$ cat src/rtl/keystone_cfg_pkg.sv
`default_nettype none
// ============================================================================
//  Module   : keystone_cfg_pkg
//  Purpose  : Shared types and helpers for the keystone coefficient sequencer.
//  Revision : 1.0 - initial release
// ============================================================================
package keystone_cfg_pkg;

    typedef logic [31:0] coeff_t;

    localparam int NUM_COEFFS = 9;

    // Row-major order of the 3x3 homography matrix.
    typedef enum logic [3:0] {
        H11 = 4'd0,
        H12 = 4'd1,
        H13 = 4'd2,
        H21 = 4'd3,
        H22 = 4'd4,
        H23 = 4'd5,
        H31 = 4'd6,
        H32 = 4'd7,
        H33 = 4'd8
    } coeff_idx_e;

    typedef enum logic [1:0] {
        IDLE  = 2'd0,
        ARMED = 2'd1,
        DRAIN = 2'd2,
        SWAP  = 2'd3
    } seq_state_e;

    function automatic coeff_t identity_coeff(input int frac_bits);
        return coeff_t'(1) << frac_bits;
    endfunction

    // Entry of the identity matrix at a row-major position.
    function automatic coeff_t identity_entry(input int idx, input int frac_bits);
        return ((idx / 3) == (idx % 3)) ? identity_coeff(frac_bits) : '0;
    endfunction

endpackage
`default_nettype wire

$ cat src/rtl/keystone_inflight_counter.sv
`default_nettype none
// ============================================================================
//  Module   : keystone_inflight_counter
//  Purpose  : Occupancy counter for beats inside the correction pipeline.
//  Revision : 1.0 - initial release
// ============================================================================
module keystone_inflight_counter #(
    parameter int MAX_COUNT = 4095,
    parameter int CNT_W     = $clog2(MAX_COUNT + 1)
) (
    input  logic clk,
    input  logic rst,
    input  logic i_inc,
    input  logic i_dec,
    output logic o_is_zero
);

    localparam logic [CNT_W-1:0] c_max = CNT_W'(MAX_COUNT);

    logic [CNT_W-1:0] r_count;
    logic [CNT_W-1:0] w_count_next;

    // Simultaneous inc/dec cancel; decrement at zero and increment at max are dropped.
    always_comb begin
        w_count_next = r_count;
        if (i_inc && !i_dec) begin
            if (r_count != c_max) begin
                w_count_next = r_count + CNT_W'(1);
            end
        end else if (!i_inc && i_dec) begin
            if (r_count != '0) begin
                w_count_next = r_count - CNT_W'(1);
            end
        end
    end

    always_ff @(posedge clk) begin
        if (rst) begin
            r_count <= '0;
        end else begin
            r_count <= w_count_next;
        end
    end

    assign o_is_zero = (r_count == '0);

    a_no_overflow : assert property (@(posedge clk) disable iff (rst)
        !(i_inc && !i_dec && (r_count == c_max)));

endmodule
`default_nettype wire

$ cat src/rtl/keystone_coeff_sequencer.sv
`default_nettype none
// ============================================================================
//  Module   : keystone_coeff_sequencer
//  Purpose  : Shadow/active homography coefficient banks, swapped only at a
//             frame boundary after the correction pipeline has drained.
//  Revision : 1.0 - initial release
// ============================================================================
module keystone_coeff_sequencer
    import keystone_cfg_pkg::*;
#(
    parameter int FRAC_BITS    = 23,
    parameter int MAX_INFLIGHT = 4095,
    parameter int SWAP_CNT_W   = 16
) (
    input  logic                  clock,
    input  logic                  reset,
    input  logic                  cfg_valid,
    output logic                  cfg_ready,
    input  logic [3:0]            cfg_addr,
    input  logic [31:0]           cfg_data,
    input  logic                  cfg_commit,
    output logic                  cfg_err,
    input  logic                  up_valid_in,
    input  logic                  up_sof_in,
    output logic                  up_ready_out,
    output logic                  ip_valid_out,
    input  logic                  ip_ready_in,
    input  logic                  ip_out_valid,
    input  logic                  ds_ready_in,
    output logic [31:0]           h11,
    output logic [31:0]           h12,
    output logic [31:0]           h13,
    output logic [31:0]           h21,
    output logic [31:0]           h22,
    output logic [31:0]           h23,
    output logic [31:0]           h31,
    output logic [31:0]           h32,
    output logic [31:0]           h33,
    output logic                  busy,
    output logic [SWAP_CNT_W-1:0] swap_count
);

    localparam int         c_cnt_w    = $clog2(MAX_INFLIGHT + 1);
    localparam logic [3:0] c_max_addr = 4'(NUM_COEFFS - 1);

    seq_state_e            r_state;
    seq_state_e            w_state_next;
    coeff_t                r_shadow [NUM_COEFFS];
    coeff_t                r_active [NUM_COEFFS];
    logic                  r_cfg_err;
    logic [SWAP_CNT_W-1:0] r_swap_count;

    logic w_cfg_accept;
    logic w_addr_ok;
    logic w_inc;
    logic w_dec;
    logic w_inflight_zero;

    assign w_cfg_accept = cfg_valid & cfg_ready;
    assign w_addr_ok    = (cfg_addr <= c_max_addr);
    assign w_inc        = ip_valid_out & ip_ready_in;
    assign w_dec        = ip_out_valid & ds_ready_in;

    keystone_inflight_counter #(
        .MAX_COUNT (MAX_INFLIGHT),
        .CNT_W     (c_cnt_w)
    ) u_inflight (
        .clk       (clock),
        .rst       (reset),
        .i_inc     (w_inc),
        .i_dec     (w_dec),
        .o_is_zero (w_inflight_zero)
    );

    always_ff @(posedge clock) begin
        if (reset) begin
            r_state <= IDLE;
        end else begin
            r_state <= w_state_next;
        end
    end

    // ARMED holds back only the SOF beat so the old frame can finish with old coefficients.
    always_comb begin
        w_state_next = r_state;
        cfg_ready    = 1'b0;
        ip_valid_out = 1'b0;
        up_ready_out = 1'b0;
        case (r_state)
            IDLE: begin
                cfg_ready    = 1'b1;
                ip_valid_out = up_valid_in;
                up_ready_out = ip_ready_in;
                if (cfg_commit) begin
                    w_state_next = ARMED;
                end
            end
            ARMED: begin
                ip_valid_out = up_valid_in & ~up_sof_in;
                up_ready_out = ip_ready_in & ~up_sof_in;
                if (up_valid_in && up_sof_in) begin
                    w_state_next = DRAIN;
                end
            end
            DRAIN: begin
                if (w_inflight_zero) begin
                    w_state_next = SWAP;
                end
            end
            SWAP: begin
                w_state_next = IDLE;
            end
            default: begin
                w_state_next = IDLE;
            end
        endcase
    end

    always_ff @(posedge clock) begin
        if (reset) begin
            for (int i = 0; i < NUM_COEFFS; i++) begin
                r_shadow[i] <= identity_entry(i, FRAC_BITS);
                r_active[i] <= identity_entry(i, FRAC_BITS);
            end
            r_cfg_err    <= 1'b0;
            r_swap_count <= '0;
        end else begin
            r_cfg_err <= w_cfg_accept & ~w_addr_ok;
            if (w_cfg_accept && w_addr_ok) begin
                r_shadow[cfg_addr] <= cfg_data;
            end
            if (r_state == SWAP) begin
                r_active     <= r_shadow;
                r_swap_count <= r_swap_count + SWAP_CNT_W'(1);
            end
        end
    end

    assign h11        = r_active[H11];
    assign h12        = r_active[H12];
    assign h13        = r_active[H13];
    assign h21        = r_active[H21];
    assign h22        = r_active[H22];
    assign h23        = r_active[H23];
    assign h31        = r_active[H31];
    assign h32        = r_active[H32];
    assign h33        = r_active[H33];
    assign cfg_err    = r_cfg_err;
    assign busy       = (r_state != IDLE);
    assign swap_count = r_swap_count;

endmodule
`default_nettype wire

$ cat config.mk
export PLATFORM = sky130hd
export DESIGN_NAME = keystone_coeff_sequencer
export DESIGN_NICKNAME = d
export VERILOG_FILES = /design/src/rtl/keystone_cfg_pkg.sv /design/src/rtl/keystone_inflight_counter.sv /design/src/rtl/keystone_coeff_sequencer.sv
export SDC_FILE = /design/constraint.sdc
export NUM_CORES = 1
export LEC_CHECK = 0
export ABC_CLOCK_PERIOD_IN_PS = 3100
export CAP_MARGIN = 20
export CORE_ASPECT_RATIO = 0.9
export CORE_MARGIN = 3
export CORE_UTILIZATION = 41
export DETAILED_ROUTE_END_ITERATION = 8
export PLACE_DENSITY = 0.75
export SKIP_LAST_GASP = 1
export SYNTH_ARGS = -nofsm -noshare
export SYNTH_HDL_FRONTEND = slang
export SYNTH_SLANG_ARGS = --single-unit
$ cat constraint.sdc
create_clock -name clock -period 3.1 [get_ports clock]
set_input_delay 0.93 -clock clock [delete_from_list [all_inputs] [get_ports clock]]
set_output_delay 0.93 -clock clock [all_outputs]
set_load 0.005 [all_outputs]
==> results of run 1 <==
critical path: cells and delay by family (launching register included):
family,cells,cell delay (ps)
buffers and inverters,4,840
DFF,1,410
adders and majority gates,1,240
cells in the final DEF (no fill, tap or decap), drive strengths merged, types with 3 or more instances in the layout:
master and n:
mux2i 291, clkdlybuf4s50 350, and3 4, ha 16, nand3 11, xor2 7
a21oi 304, and2 3, nand2 605, nor3 8, o21ai 15, bufinv 8
o211ai 3, a211oi 3, nand3b 3, nor3b 4, nor2 308, o21bai 3
or3 10, nor4 5, clkinvlp 3, nand4 13, inv 15, xnor2 8
clkbuf 79, clkinv 14, buf 95, dfxtp 607
logic make-up (layout without fill, tap and decap cells):
family	Yosys count	in the layout	synth area share (%)
other	0	2	0
flip-flops	607	607	55.20
AO/OA/AOI/OAI	342	342	8.134
AND/OR/NAND/NOR	979	979	17.72
buffers and inverters	208	566	4.070
multiplexers	292	292	13.28
adder cells (fa/ha/maj)	17	17	1.000
XOR/XNOR	15	15	0.5968
worst max-delay path by stage:
| stage | start | end | depth (start not counted) |
|---|---|---|---|
| after floorplan | up_sof_in | u_inflight.r_count[9]$_SDFFE_PP0P_ | 10 |
| final | r_state[0]$_SDFFE_PP0P_ | busy | 5 |
| after CTS | r_state[0]$_SDFFE_PP0P_ | u_inflight.r_count[11]$_SDFFE_PP0P_ | 13 |
| after global placement | up_sof_in | u_inflight.r_count[11]$_SDFFE_PP0P_ | 11 |
| after detailed placement | up_sof_in | u_inflight.r_count[11]$_SDFFE_PP0P_ | 11 |
| after global routing | r_state[1]$_SDFFE_PP0P_ | u_inflight.r_count[9]$_SDFFE_PP0P_ | 13 |
timing repair:
item | in CTS | in global routing
resized for setup | 8 | 11
setup buffers | 1 | 0
setup endpoints to repair | 4 | 3
gates cloned | 0 | 0
pin swaps | 1 | 1
hold buffers | 0 | 0
routing by layer:
metal / vias to the layer above / track usage (%) / share of wire (%)
met5: - / 0 / 0
met3: 132 / 4.007 / 7.7
li1: 8690 / - / -
met1: 8652 / 32.35 / 44
met2: 700 / 37.55 / 45
met4: 0 / 8.744 / 3.9
state kept, by name, summed over array words and instances (netlist names):
register,flops
h22,32
r_shadow,288
u_inflight.r_count,12
h32,32
h13,32
swap_count,16
cfg_err,1
h21,32
h23,32
h31,32
h12,32
h33,32
h11,32
r_state,2
stage by stage:
stage	hold slack (ps)	cells	setup TNS [ps]	total power [uW]	worst slack, ps
after global routing	469.0	3507	-21.01	19160	-11.17
after floorplan	436.0	2460	0	9939	11.90
after global placement	440.8	3397	-3167	10970	-569.3
after CTS	454.6	3506	0	18530	18.77
after detailed placement	446.3	3397	-3585	11010	-666.1
final	453.2	3508	0	18500	93.43
area by class of cell:
cell class / instances / area (um^2)
Fill cell: 4558 / 23740
Sequential cell: 607 / 12150
Multi-Input combinational cell: 1645 / 9109
Timing Repair Buffer: 447 / 4429
Clock buffer: 79 / 1674
Tap cell: 688 / 860.8
Clock inverter: 29 / 375.4
Inverter: 11 / 41.29
Antenna cell: 2 / 5.005
power breakdown:
group	switching, uW	internal, uW	total, uW	leakage, uW
sequential	156	7960	8120	0.00489
clock	3060	4460	7520	0.00101
combinational	1590	1270	2860	0.00377
cell usage after synthesis, drive strengths merged (2+ instances only):
cell type,count,area [um^2]
nor3b,4,50.05
mux2i,291,2913
nand3,11,55.05
nor2,308,1161
nand3b,3,22.52
a21o,2,15.01
and2,3,18.77
nand4,13,96.34
nor3,8,50.05
o31ai,2,20.02
a21oi,304,1521
nand2,605,2271
o21ai,15,75.07
ha,16,200.2
or3,10,67.56
nor4,5,43.79
o211ai,3,22.52
buf,68,370.3
xor2,7,61.31
dfxtp,607,12150
and3,4,26.28
a211oi,3,22.52
xnor2,8,70.07
clkbuf,129,484.2
inv,11,41.29
nand4b,2,17.52
o21bai,3,22.52
==> results_dict.tcl, run 1 <==
set metrics [dict create \
    post-route-period-util_pct 96.99 \
    worstReg2RegEnd "u_inflight.r_count[11]$_SDFFE_PP0P_" \
    avgSynthCellArea_um2 8.949 \
    drc 0 \
    tightest_slew_ps 976.7 \
    start_util_pct 42.02 \
    synthArstFlopShare_pct 0 \
    ys_seq_area_share_pct 55.20 \
    grt_use_total_pct 23.60 \
    reg2reg_depth 13 \
    peakVddDrop_mv 0.3971 \
    hold_viol_final 0 \
    h-tree-depth 2 \
    layout-drive-gt1-share_pct 8.020 \
    outcome "completed" \
    setup_violations 0 \
    core-area_um2 52390 \
    hpwl_mm 43.11 \
    critical_path.cell_chain "inv_2 -> ha_1 -> buf_4 -> inv_1 -> clkdlybuf4s50_1" \
    yosys_warnings 0 \
    antenna_found_initial 4 \
    cts.reportedPaths.clkPinSlew_ps 60 \
    vias 18170 \
    fin_nets 2833 \
    min_to "r_shadow[263]$_SDFFE_PP0P_" \
    pwr_density_cell_nw_per_um2 645.7 \
    power_leakage_uw 0.009674 \
    routabilityCongestion 0.7939 \
    cts_tree "yes" \
    worstHoldStart "r_shadow[263]$_SDFFE_PP0P_" \
    synth_nets 2522 \
    antenna_left 0 \
    synth-main-ff-cell "dfxtp_1" \
    ys_ff_latch 607 \
    syn-cell-area_um2 22010 \
    drtIter0Drc 1743 \
    finalMaxSlewViolations 0 \
    maxSlewHeadroom_pct 34.88 \
    area_growth_pct 30.14 \
    cts.sinks 607 \
    startpoint_type "flip-flop" \
    fp.dieArea_um2 56510 \
    ff2ff_setup_slack_ps 150 \
    worstSetupPathType "flip-flop to primary output" \
    hold_class "flip-flop to flip-flop" \
    routed_wl_mm 69.50 \
    via_per_inst 5.181 \
    cts_buffers 59 \
    required_ps 2170 \
    finClkSkew_ps 13.65 \
    placed_area_um2 26510 \
    insertion_delay_ps 600 \
    holdPathStages 2 \
    fmax_mhz 332.6 \
    postSynthCellCount 2460 \
    ioPinCount 354 \
    cts_buffer_depth 3 \
    num_rows 79 \
    dieWidth_um 250.3 \
    crit_path_end_kind "primary output" \
    fin_util_pct 54.69 \
    drtPass1Iterations 5 \
    synth_edf_count 0 \
    grt_overflow 0 \
    cts_root_buf "clkbuf_16" \
    yosysUniqueCellTypes 53 \
    reg2reg_from "r_state[1]$_SDFFE_PP0P_" \
    slowest_stage "clkdlybuf4s50_1" \
    fp.dieH_um 225.8 \
    routedWlPerCell_um 19.81 \
    port-buffer-count 353 \
    final_cell_area_um2 28650 \
    grt_pass1_vias 17150 \
    critPathArrivalTime_ps 2080 \
    grt_pass1_wl_mm 103.0 \
    maxCapViolations 0 \
    path_max_fanout 4 \
    slowest_delay_ps 520 \
    fin_crit_ps 3007 \
    grt_max_degree 207 \
]
No activity file was read; power rests on OpenSTA's default activity.
==> inputs of run 2 (changes only) <==
--- a/config.mk
+++ b/config.mk
@@ -11,6 +11,7 @@
 export CORE_MARGIN = 3
 export CORE_UTILIZATION = 41
 export DETAILED_ROUTE_END_ITERATION = 8
+export MAX_ROUTING_LAYER = met4
 export PLACE_DENSITY = 0.75
 export SKIP_LAST_GASP = 1
 export SYNTH_ARGS = -nofsm -noshare
==> run 2 against run 1 <==
Against the previous run:
- final cell count about the same
- critical path depth unchanged
- critical endpoint unchanged
- worst setup slack about the same
- cell area about the same
- non-clock buffer count unchanged
- highest routed layer unchanged
==> results_dict.tcl, run 2 (synthesis results as in run 1) <==
set metrics [dict create \
    port-buffer-count 353 \
    outcome "completed" \
    final_common_cell "dfxtp_1" \
    reg2reg_from "r_state[1]$_SDFFE_PP0P_" \
    ioPinCount 354 \
    ff2ff_setup_slack_ps 160 \
    pwr_density_cell_nw_per_um2 645.8 \
    power_uw 18500 \
    grt_use_total_pct 24.32 \
    antenna_found_initial 4 \
    fmax_mhz 332.6 \
    startpoint_type "flip-flop" \
    hold_viol_final 0 \
    routed_wl_mm 69.61 \
    fin_util_pct 54.68 \
    finalMaxSlewViolations 0 \
    routedWlPerCell_um 19.85 \
    critical_path.cell_chain "inv_2 -> ha_1 -> buf_4 -> inv_1 -> clkdlybuf4s50_1" \
    reg2reg_depth 13 \
    final_cell_mix "605 x dfxtp_1, 604 x nand2_1, 350 x clkdlybuf4s50_1, 304 x nor2_1, 302 x a21oi_1" \
    startpoint "r_state[0]$_SDFFE_PP0P_" \
    crit_path_end_kind "primary output" \
    critPathArrivalTime_ps 2080 \
    vias 18220 \
    power_frac_comb_pct 15.5 \
    cts_root_buf "clkbuf_16" \
    cp_num_buf_inv 4 \
    p_clk_share_pct 40.7 \
    fp.dieH_um 225.8 \
    insertion_delay_ps 600 \
    regMostFlops "r_shadow" \
    core-area_um2 52390 \
    required_ps 2170 \
    peakVddDrop_mv 0.3984 \
    cts.reportedPaths.clkPinSlew_ps 60 \
    intPower_uw 13700 \
    cts_tree "yes" \
    switchingPower_uw 4801 \
    largest_reg_flops 288 \
    hold_class "flip-flop to flip-flop" \
    worstSetupPathType "flip-flop to primary output" \
    fin_crit_ps 3007 \
    whs_ps 453.5 \
    sw_frac_of_total_pct 25.95 \
    worstReg2RegEnd "u_inflight.r_count[11]$_SDFFE_PP0P_" \
    slowest_delay_ps 520 \
    hpwl_mm 43.11 \
    drtPass1Iterations 6 \
    antenna_left 0 \
    start_util_pct 42.02 \
    dp_cells 3397 \
    finClkSkew_ps 12.38 \
    setup_violations 0 \
    grt_max_degree 207 \
    area_growth_pct 30.13 \
    grt_pass1_wl_mm 103.0 \
    grt_overflow 0 \
    num_rows 79 \
    drc 0 \
    dieWidth_um 250.3 \
    layout-drive-gt1-share_pct 8.020 \
    maxCapViolations 0 \
    place_ws_ps -666.1 \
    power.share.sequential_pct 43.9 \
    endpoint "busy" \
    fin_nets 2833 \
    routabilityCongestion 0.8056 \
    slowest_stage "clkdlybuf4s50_1" \
    drtIter0Drc 1723 \
    maxSlewHeadroom_pct 34.76 \
    cp_top_family "buffers and inverters" \
    fp.dieArea_um2 56510 \
    cts.sinks 607 \
    cts_hold_buf 0 \
    tightest_slew_ps 978.6 \
    cts_buffers 59 \
    crit_cells 5 \
    h-tree-depth 2 \
    path_max_fanout 4 \
    via_per_inst 5.195 \
    grt_pass1_vias 17160 \
    setup_slack_ps 93.13 \
    stdcell_count 3507 \
    power_leakage_uw 0.009674 \
    cts_buffer_depth 3 \
    post-route-period-util_pct 97.00 \
    holdPathStages 2 \
]
run 2: changes by cell type in the layout (fill, tap and decap cells not counted):
cell,before,now
diode_2,2,1
run 2: cell type report:
type                       instances  area (um^2)
multi-input combinational       1645         9109
clock buffer                      79         1674
tap                              688        860.8
timing repair buffer             447         4429
sequential                       607        12150
antenna                            1        2.502
clock inverter                    29        375.4
inverter                          11        41.29
fill                            4559        23740
run 2: how the worst min path moves through the flow:
| stage | slack (ps) | end | from |
|---|---|---|---|
| 6_report | 450 | r_shadow[260]$_SDFFE_PP0P_ | r_shadow[260]$_SDFFE_PP0P_ |
| 3_5_place_dp | 450 | r_shadow[223]$_SDFFE_PP0P_ | r_shadow[223]$_SDFFE_PP0P_ |
| 2_1_floorplan | 440 | r_shadow[0]$_SDFFE_PP0P_ | r_shadow[0]$_SDFFE_PP0P_ |
| 5_1_grt | 470 | r_shadow[193]$_SDFFE_PP0P_ | r_shadow[193]$_SDFFE_PP0P_ |
| 3_3_place_gp | 440 | r_shadow[4]$_SDFFE_PP0P_ | r_shadow[4]$_SDFFE_PP0P_ |
| 4_1_cts | 450 | r_shadow[208]$_SDFFE_PP0P_ | r_shadow[208]$_SDFFE_PP0P_ |
run 2: worst min-delay path, stage by stage (launching register included):
cell	delay (ps)
dfxtp_1	310
nand2_1	50
a21oi_1	50
run 2: power by group through the flow:
| stage | Sequential [uW] | Combinational [uW] | Clock, uW |
|---|---|---|---|
| floorplan | 8230 | 1710 | 0 |
| global placement | 8280 | 2690 | 0 |
| detailed placement | 8280 | 2730 | 0 |
| CTS | 8110 | 2770 | 7660 |
| global route | 8140 | 3100 | 7930 |
| finish | 8120 | 2860 | 7520 |
run 2: repair_timing:
action | in CTS | in global routing
buffers inserted | 1 | 0
cloned | 0 | 0
endpoints found under the setup margin | 4 | 3
gates resized for setup | 8 | 11
pin swaps | 1 | 1
run 2: metrics by stage:
stage | instance area, um^2 | setup TNS (ps)
finish | 28650 | 0
global route | 28650 | -1.490
CTS | 28590 | 0
detailed placement | 26510 | -3585
global placement | 26510 | -3167
floorplan | 22020 | 0
run 2: metal layers:
metal | share of wire (%) | vias to the layer above | global-route usage, % | wire length, um
met5 | 0 | - | - | 0
met4 | 3.8 | 0 | 9.023 | 2675
met3 | 7.3 | 133 | 3.835 | 5091
met2 | 45 | 697 | 37.32 | 31320
met1 | 44 | 8692 | 32.55 | 30520
li1 | - | 8698 | - | -
==> inputs of run 3 (changes only) <==
--- a/config.mk
+++ b/config.mk
@@ -5,14 +5,15 @@
 export SDC_FILE = /design/constraint.sdc
 export NUM_CORES = 1
 export LEC_CHECK = 0
+export ABC_AREA = 0
 export ABC_CLOCK_PERIOD_IN_PS = 3100
 export CAP_MARGIN = 20
 export CORE_ASPECT_RATIO = 0.9
 export CORE_MARGIN = 3
-export CORE_UTILIZATION = 41
+export CORE_UTILIZATION = 48
 export DETAILED_ROUTE_END_ITERATION = 8
 export MAX_ROUTING_LAYER = met4
-export PLACE_DENSITY = 0.75
+export PLACE_DENSITY = 0.85
 export SKIP_LAST_GASP = 1
 export SYNTH_ARGS = -nofsm -noshare
 export SYNTH_HDL_FRONTEND = slang
==> constraint.sdc (replaced) <==
create_clock -name clock -period 3.1 [get_ports clock]
set_input_delay 0.93 -clock clock [delete_from_list [all_inputs] [get_ports clock]]
set_output_delay 0.93 -clock clock [all_outputs]
set_load 0.05 [all_outputs]
==> run 3 against run 2 <==
Against the previous run:
- wire length decreased by 2.2%
- worst hold slack about the same
- global-route usage increased by 3.5 points
- total power decreased by 0.59%
- clock power decreased by 2%
- via count increased by 0.94%
- sequential share of layout area increased by 0.28 points
- register-to-register slack improved by 70 ps
- critical path type unchanged
- critical endpoint unchanged
==> results_dict.tcl, run 3 (synthesis results as in run 1) <==
set metrics [dict create \
    fin_crit_ps 3055 \
    crit_cells 5 \
    path_max_fanout 4 \
    regMostFlops "r_shadow" \
    crit_path_end_kind "primary output" \
    largest_reg_flops 288 \
    maxSlewHeadroom_pct 31.77 \
    vias 18390 \
    antenna_found_initial 2 \
    routedWlPerCell_um 19.92 \
    drc 0 \
    slowest_delay_ps 520 \
    final_cell_mix "607 x dfxtp_1, 604 x nand2_1, 348 x clkdlybuf4s50_1, 304 x nor2_1, 303 x a21oi_1" \
    tns_ps 0 \
    antenna_left 0 \
    tightest_slew_ps 1023 \
    drtIter0Drc 1589 \
    cp_top_family "buffers and inverters" \
    insertion_delay_ps 610 \
    cts_buffers 59 \
    fmax_mhz 327.3 \
    start_util_pct 49.19 \
    grt_use_total_pct 27.79 \
    worstHoldStart "r_shadow[72]$_SDFFE_PP0P_" \
    worstSetupPathType "flip-flop to primary output" \
    grt_max_degree 188 \
    critical_path.cell_chain "inv_1 -> ha_1 -> buf_4 -> inv_1 -> dlygate4sd2_1" \
    startpoint_type "flip-flop" \
    required_ps 2170 \
    post-route-period-util_pct 98.56 \
    power_uw 18390 \
    area_growth_pct 29.24 \
    hold_viol_final 0 \
    grt_pass1_vias 17620 \
    port-buffer-count 353 \
    setup_violations 0 \
    routabilityCongestion 0.7952 \
    pwr_density_cell_nw_per_um2 646.4 \
    hold_class "flip-flop to flip-flop" \
    rsz0062_at_grt "true" \
    cts_hold_buf 0 \
    slowest_stage "dlygate4sd2_1" \
    outcome "completed" \
    cts_tree "yes" \
    grt_pass1_wl_mm 101.3 \
    cp_num_buf_inv 4 \
    cpMostUsedCell "inv_1" \
    final_cell_area_um2 28450 \
    finalMaxSlewViolations 0 \
    maxCapViolations 0 \
    reg2reg_depth 12 \
    min_to "r_shadow[72]$_SDFFE_PP0P_" \
    whs_ps 453.7 \
    fp.dieH_um 209.2 \
    dieWidth_um 231.7 \
    worstReg2RegEnd "u_inflight.r_count[9]$_SDFFE_PP0P_" \
    cts_root_buf "clkbuf_16" \
    power_leakage_uw 0.009635 \
    fin_nets 2832 \
    final_common_cell "dfxtp_1" \
    critPathArrivalTime_ps 2130 \
    fin_util_pct 63.57 \
    grt_overflow 0 \
    core-area_um2 44760 \
    cts_buffer_depth 3 \
    drtPass1Iterations 6 \
    placed_area_um2 26390 \
    via_per_inst 5.379 \
    hpwl_mm 42.96 \
    cts.reportedPaths.clkPinSlew_ps 60 \
    layout-drive-gt1-share_pct 7.703 \
    holdPathStages 2 \
    ioPinCount 354 \
    h-tree-depth 2 \
    routed_wl_mm 68.11 \
    finClkSkew_ps 18.22 \
    ff2ff_setup_slack_ps 230 \
    reg2reg_from "r_state[1]$_SDFFE_PP0P_" \
    cts.sinks 607 \
    peakVddDrop_mv 0.4696 \
    num_rows 73 \
    fp.dieArea_um2 48470 \
]
run 3: cell count changes in the layout (fill, tap and decap cells not counted), sizes merged:
cell / change
buf: +1
bufinv: -3
clkbuf: +8
clkdlybuf4s50: -2
clkinv: -4
clkinvlp: +1
diode: +1
inv: -2
run 3: worst max path at each step:
stage	start	endpoint	slack, ps
floorplan	up_sof_in	u_inflight.r_count[9]$_SDFFE_PP0P_	10
global placement	up_sof_in	u_inflight.r_count[11]$_SDFFE_PP0P_	-570
detailed placement	up_sof_in	u_inflight.r_count[11]$_SDFFE_PP0P_	-580
CTS	r_state[0]$_SDFFE_PP0P_	busy	30
global route	r_state[0]$_SDFFE_PP0P_	busy	-20
finish	r_state[0]$_SDFFE_PP0P_	busy	40
run 3: power breakdown:
part	internal, uW	leakage [uW]	total, uW	switching, uW
clock	4340	0.000983	7360	3020
combinational	1250	0.00376	2920	1670
sequential	7960	0.00489	8110	152
run 3: repair_timing:
| action | in CTS | in global routing |
|---|---|---|
| endpoints found under the setup margin | 2 | 5 |
| gates cloned | 0 | 0 |
| gates resized for setup | 2 | 6 |
| setup buffers | 0 | 1 |
| pin swaps | 0 | 2 |
run 3: layer usage:
layer | track usage, % | part of all wire, %
met1 | 34.23 | 41
met2 | 44.61 | 47
met3 | 4.798 | 7.2
met4 | 12.80 | 4.8
met5 | - | 0
run 3: worst register-to-register path, stage by stage (launching register included):
cell      delay, ps
dfxtp_1         360
inv_1           120
ha_1            250
nand2b_1        110
a21oi_2         230
nand2_4         130
buf_4           180
ha_1            210
a211o_1         290
o21ai_2         210
a21boi_0        140
or3_1           320
a41o_1          220
run 3: cell type report:
cell class,instances,area (um^2)
fillers,3492,16310
multi-input cells,1645,9067
diodes,2,5.005
clock inverters,21,262.8
clock buffers,87,1754
flip-flops and latches,607,12150
inverters,11,41.29
well taps,600,750.7
repair buffers,446,4417
run 3: through the flow:
stage / setup WS [ps] / std cells
2_1_floorplan: 11.90 / 2460
3_3_place_gp: -567.6 / 3308
3_5_place_dp: -582.0 / 3308
4_1_cts: 31.80 / 3416
5_1_grt: -21.73 / 3419
6_report: 44.62 / 3419
